==> src/rtl/pong_game_ctrl.sv <==
// pong_game_ctrl
// Game-flow controller for the pong display. It steps through four phases:
// new game, play, new ball and game over. It holds the current score, the
// high score and the count of balls left in reserve. It also chooses which
// text overlay regions are enabled, and it freezes the graphics engine
// between rallies.
//
// Ports
//   clk        system clock
//   reset      synchronous, active-high reset
//   btn[1:0]   player buttons (level); any bit high means "pressed"
//   tick       one-cycle pulse per video frame
//   hit        one-cycle pulse: ball returned by a paddle
//   miss       one-cycle pulse: ball left the field
//   dig0/dig1  current score, BCD ones/tens
//   dig2/dig3  high score, BCD ones/tens
//   ball[1:0]  balls remaining in reserve
//   text_en    overlay region enables {score, logo, rule, over}
//   gra_still  1 = graphics frozen, ball parked
//   state[1:0] current phase: 0 NEWGAME, 1 PLAY, 2 NEWBALL, 3 OVER
module pong_game_ctrl #(
  parameter int BALLS       = 3,
  parameter int TIMER_TICKS = 120
) (
  input  logic       clk,
  input  logic       reset,
  input  logic [1:0] btn,
  input  logic       tick,
  input  logic       hit,
  input  logic       miss,
  output logic [3:0] dig0,
  output logic [3:0] dig1,
  output logic [3:0] dig2,
  output logic [3:0] dig3,
  output logic [1:0] ball,
  output logic [3:0] text_en,
  output logic       gra_still,
  output logic [1:0] state
);

  typedef enum logic [1:0] {
    ST_NEWGAME = 2'd0,
    ST_PLAY    = 2'd1,
    ST_NEWBALL = 2'd2,
    ST_OVER    = 2'd3
  } state_t;

  localparam logic [1:0] BALLS_L = 2'(BALLS);
  localparam logic [7:0] TIMER_L = 8'(TIMER_TICKS);

  // Two-digit BCD increment. It saturates at 99.
  function automatic logic [7:0] bcd_inc_sat(input logic [7:0] s);
    logic [7:0] r;
    if (s == 8'h99)          r = s;
    else if (s[3:0] == 4'd9) r = {s[7:4] + 4'd1, 4'd0};
    else                     r = {s[7:4], s[3:0] + 4'd1};
    return r;
  endfunction

  // Overlay mask for each phase: {score, logo, rule, over}.
  function automatic logic [3:0] phase_text_en(input state_t s);
    logic [3:0] m;
    case (s)
      ST_NEWGAME: m = 4'b1110;
      ST_OVER:    m = 4'b1101;
      default:    m = 4'b1000;
    endcase
    return m;
  endfunction

  function automatic logic phase_still(input state_t s);
    return (s != ST_PLAY);
  endfunction

  state_t     state_q, state_d;
  logic [7:0] score_q, score_d;
  logic [7:0] high_q,  high_d;
  logic [1:0] ball_q,  ball_d;
  logic [7:0] timer_q, timer_d;
  logic [3:0] text_en_q, text_en_d;
  logic       gra_still_q, gra_still_d;
  logic [7:0] score_post;
  logic       btn_pressed;

  assign btn_pressed = |btn;

  always_comb begin
    state_d    = state_q;
    score_d    = score_q;
    high_d     = high_q;
    ball_d     = ball_q;
    timer_d    = timer_q;
    // The hit is applied first, so the high-score compare in a
    // same-cycle hit+miss uses the score after the hit.
    score_post = hit ? bcd_inc_sat(score_q) : score_q;

    case (state_q)
      ST_NEWGAME: begin
        if (btn_pressed) begin
          state_d = ST_PLAY;
          ball_d  = BALLS_L - 2'd1;
        end
      end
      ST_PLAY: begin
        score_d = score_post;
        if (miss) begin
          timer_d = TIMER_L;
          if (ball_q != 2'd0) begin
            state_d = ST_NEWBALL;
            ball_d  = ball_q - 2'd1;
          end else begin
            state_d = ST_OVER;
            if (score_post > high_q) high_d = score_post;
          end
        end
      end
      ST_NEWBALL: begin
        if (timer_q == 8'd0) begin
          if (btn_pressed) state_d = ST_PLAY;
        end else if (tick) begin
          timer_d = timer_q - 8'd1;
        end
      end
      default: begin // ST_OVER
        if (timer_q == 8'd0) begin
          state_d = ST_NEWGAME;
          score_d = 8'h00;
          ball_d  = BALLS_L;
        end else if (tick) begin
          timer_d = timer_q - 8'd1;
        end
      end
    endcase

    // These are decoded from the next state and registered, so they
    // change on the same edge as state and cannot glitch.
    text_en_d   = phase_text_en(state_d);
    gra_still_d = phase_still(state_d);
  end

  always_ff @(posedge clk) begin
    if (reset) begin
      state_q     <= ST_NEWGAME;
      score_q     <= 8'h00;
      high_q      <= 8'h00;
      ball_q      <= BALLS_L;
      timer_q     <= 8'd0;
      text_en_q   <= 4'b1110;
      gra_still_q <= 1'b1;
    end else begin
      state_q     <= state_d;
      score_q     <= score_d;
      high_q      <= high_d;
      ball_q      <= ball_d;
      timer_q     <= timer_d;
      text_en_q   <= text_en_d;
      gra_still_q <= gra_still_d;
    end
  end

  assign dig0      = score_q[3:0];
  assign dig1      = score_q[7:4];
  assign dig2      = high_q[3:0];
  assign dig3      = high_q[7:4];
  assign ball      = ball_q;
  assign text_en   = text_en_q;
  assign gra_still = gra_still_q;
  assign state     = state_q;

endmodule

==> config.mk <==
export PLATFORM = sky130hd
export DESIGN_NAME = pong_game_ctrl
export DESIGN_NICKNAME = d
export VERILOG_FILES = /design/src/rtl/pong_game_ctrl.sv
export SDC_FILE = /design/constraint.sdc
export NUM_CORES = 1
export LEC_CHECK = 0
export CAP_MARGIN = 5
export CELL_PAD_IN_SITES_DETAIL_PLACEMENT = 1
export CELL_PAD_IN_SITES_GLOBAL_PLACEMENT = 2
export CORE_MARGIN = 5
export CORE_UTILIZATION = 35
export CTS_CLUSTER_DIAMETER = 120
export DETAILED_ROUTE_END_ITERATION = 6
export PLACE_DENSITY_LB_ADDON = 0.1
export SLEW_MARGIN = 20
export SYNTH_ARGS = -nofsm -noshare
export SYNTH_HDL_FRONTEND = slang
export SYNTH_SLANG_ARGS = --single-unit
==> constraint.sdc <==
create_clock -name clk -period 8.6 [get_ports clk]
set_input_delay 2.58 -clock clk [delete_from_list [all_inputs] [get_ports clk]]
set_output_delay 2.58 -clock clk [all_outputs]
set_load 0.03 [all_outputs]
==> results.ini <==
[placed_design]
dp_cells = 326
dp_slack_ps = 3030
dpl.hpwl_um = 3960
place.gp.congestion = 0.803
portBuffers = 30

[finish]
fillers = 669
area_growth_pct = 22.7
nets = 285
drive_gt1_share_pct = 9.92
antenna_cells = 0
final-instance-count-excl-fill = 334

[grt]
use_met3_pct = 3.75
met1_usage_pct = 21.0
antenna_found_initial = 0
grt_overflow = 0
grtUsageTotal_pct = 15.2
grt_pass1_vias = 1762
grt_pass1_wl_um = 8970
grt_max_degree = 21
top_usage_layer = met2
met2_usage_pct = 23.5

[run_status]
status = finished, final reports clean

[synthesis]
synth_common_cells = dfxtp_1 (32), inv_1 (22), nand2_1 (19), ha_1 (17), o21ai_0 (13)
async_flop_share_pct = 0
ys_ff_latch = 32
ys.warnings.count = 0
synth_top_cell_by_area = dfxtp_1
synth-edff-count = 0
synth_cell_types = 53
syn_area_um2 = 2010
synth_ff_type = dfxtp_1
synth_top_area_share_pct = 31.8
syn-num-nets = 257
synth_area_leaders = dfxtp_1 (32%), ha_1 (11%), inv_1 (4.1%)
syn_avg_cell_area_um2 = 8.65
synth-seq-area-share_pct = 31.8
synthCells = 233
yosysMostFrequentCell = dfxtp_1

[sta]
finalHoldViolCount = 0
rsz0062_at_grt = no
skew_ps = 8.72
setup_viol = 0
fin_crit_sh_pct = 61.7
period_needed_ps = 5310
slew_headroom_pct = 45.2
setup_slack_ps = 3290
fmax_ghz = 0.188
drv_slew = 0
fin_tns_setup_ps = 0
worst_slew_pin_slew_ps = 819

[worst_setup_path]
path_class = in2reg
crit_path_end_kind = register
crit_chain = clkdlybuf4s50_1 -> nand4b_1 -> o21a_1 -> or2_2 -> ha_1 -> nand4_1 -> o311a_1 -> o211a_1 -> mux2_2
crit_family = compound AO/OA/AOI/OAI gates
start_kind = primary input
critical_path_arrival_ps = 5490
cp.buffers_inverters = 1
crit_path_max_incr_delay_ps = 690
required_ps = 8780
path_max_fanout = 12
crit_path_top_delay_cell = clkdlybuf4s50_1

[detailed_routing]
wl_per_cell_um = 15.9
via_per_inst = 5.32
wirelength_um = 5310
route.vias.total = 1776
ant_nets = 0
drt_iter0_drc = 52
drt_pass1_iterations = 4
drcViolationCount = 0

[clock_tree]
h-tree-depth = 2
tritoncts = built
cts_inserted_buffers = 5
clock_path_buffers = 2
cts_hold_buf = 0
postCtsSetupRepairBufs = 0
cts_root_buffer = clkbuf_8
cts.repair.resized = 0
clock_latency_ps = 290
cts_num_sinks = 32
clk_pin_slew_ps = 70

[pwr]
power_density_nw_per_um2 = 175
leakage_nw = 0.990
total_power_mw = 0.433
ir_worst_vdd_mv = 0.0761

[floorplanning]
rows = 27
core_um2 = 5540
initial_core_util_pct = 36.4
io_pins = 32
die_w_um = 85.9
dieArea_um2 = 7370
dieHeight_um = 85.9

[run]
maxCapViolations = 0

[hold_path]
worstHoldPathType = reg2reg

[power by group]
group | internal, mW | switching, mW | total, mW | leakage [nW]
combinational | 0.0500 | 0.0601 | 0.110 | 0.673
sequential | 0.160 | 0.0172 | 0.177 | 0.261
clock | 0.0860 | 0.0598 | 0.146 | 0.0552
total | 0.296 | 0.137 | 0.433 | 0.990
[path summary, 6_finish.rpt]
kind                                 from                      to  slack, ps  depth (start not counted)
setup / recovery                      hit  high_q[3]$_SDFFE_PP0P_       3290                          9
hold / removal     high_q[5]$_SDFFE_PP0P_  high_q[5]$_SDFFE_PP0P_        480                          2
setup reg to reg  score_q[0]$_SDFFE_PP0P_  high_q[3]$_SDFFE_PP0P_       5540                          9
hold reg to reg    high_q[5]$_SDFFE_PP0P_  high_q[5]$_SDFFE_PP0P_        480                          2
[cells by family (layout without fill, tap and decap cells)]
logic type                 after synthesis  count (layout)  synth area share [%]
DFF                                     32              32                  31.8
and+or+nand+nor                         82              82                  24.7
muxes                                    9               9                  4.84
AOI/OAI and AO/OA                       61              61                  21.8
other                                    1               1                 0.186
buffers and inverters                   31              60                  6.09
adders and majority gates               17              17                  10.6
[worst min-delay path, delay by kind of cell (launching register included)]
family | cells | cell delay (ps)
DFF | 1 | 320
and+or+nand+nor | 1 | 60
muxes | 1 | 50
[state kept, by name, summed over array words and instances (netlist names)]
register and count:
timer_q 8, text_en 3, score_q 8, ball 2, state 2, high_q 8
gra_still 1
[per-stage QoR]
| stage | utilization (%) | cell area, um2 | hold WS (ps) |
|---|---|---|---|
| 3_3_place_gp | 42.7 | 2360 | 471 |
| 4_1_cts | 44.6 | 2470 | 490 |
| 5_1_grt | 44.6 | 2470 | 514 |
| 3_5_place_dp | 42.7 | 2360 | 472 |
| 2_1_floorplan | - | 2010 | 493 |
| 6_report | 44.6 | 2470 | 480 |
[final cells by class]
class,count,area [um2],area share (%)
multi-input cells,170,1250,50.6
clock inverters,2,35.0,1.42
repair buffers,30,300,12.1
clock buffers,6,72.6,2.94
well taps,72,90.1,3.64
inverters,22,82.6,3.34
flip-flops and latches,32,641,25.9
[cell usage in the layout (no fill, tap or decap), types with 3 or more instances in the layout]
cell type / instances
o21a_1: 4
a21oi_1: 12
and3b_1: 3
nand2_1: 19
inv_1: 22
nor2_1: 8
clkdlybuf4s50_1: 30
a31oi_1: 4
dfxtp_1: 32
nand3b_1: 5
or3_1: 5
nor3_1: 10
a22o_1: 7
mux2i_1: 6
o211ai_1: 3
o21ai_0: 13
clkbuf_8: 5
nand3_1: 5
or2_2: 5
ha_1: 17
nor2b_1: 4
[layer usage]
| layer | vias to the layer above | wire length (um) |
|---|---|---|
| met2 | 29 | 2310 |
| met1 | 836 | 2730 |
| met3 | 8 | 197 |
| met5 | - | 0 |
| met4 | 0 | 74 |
| li1 | 903 | - |
Power figures use the tool's default switching activity.
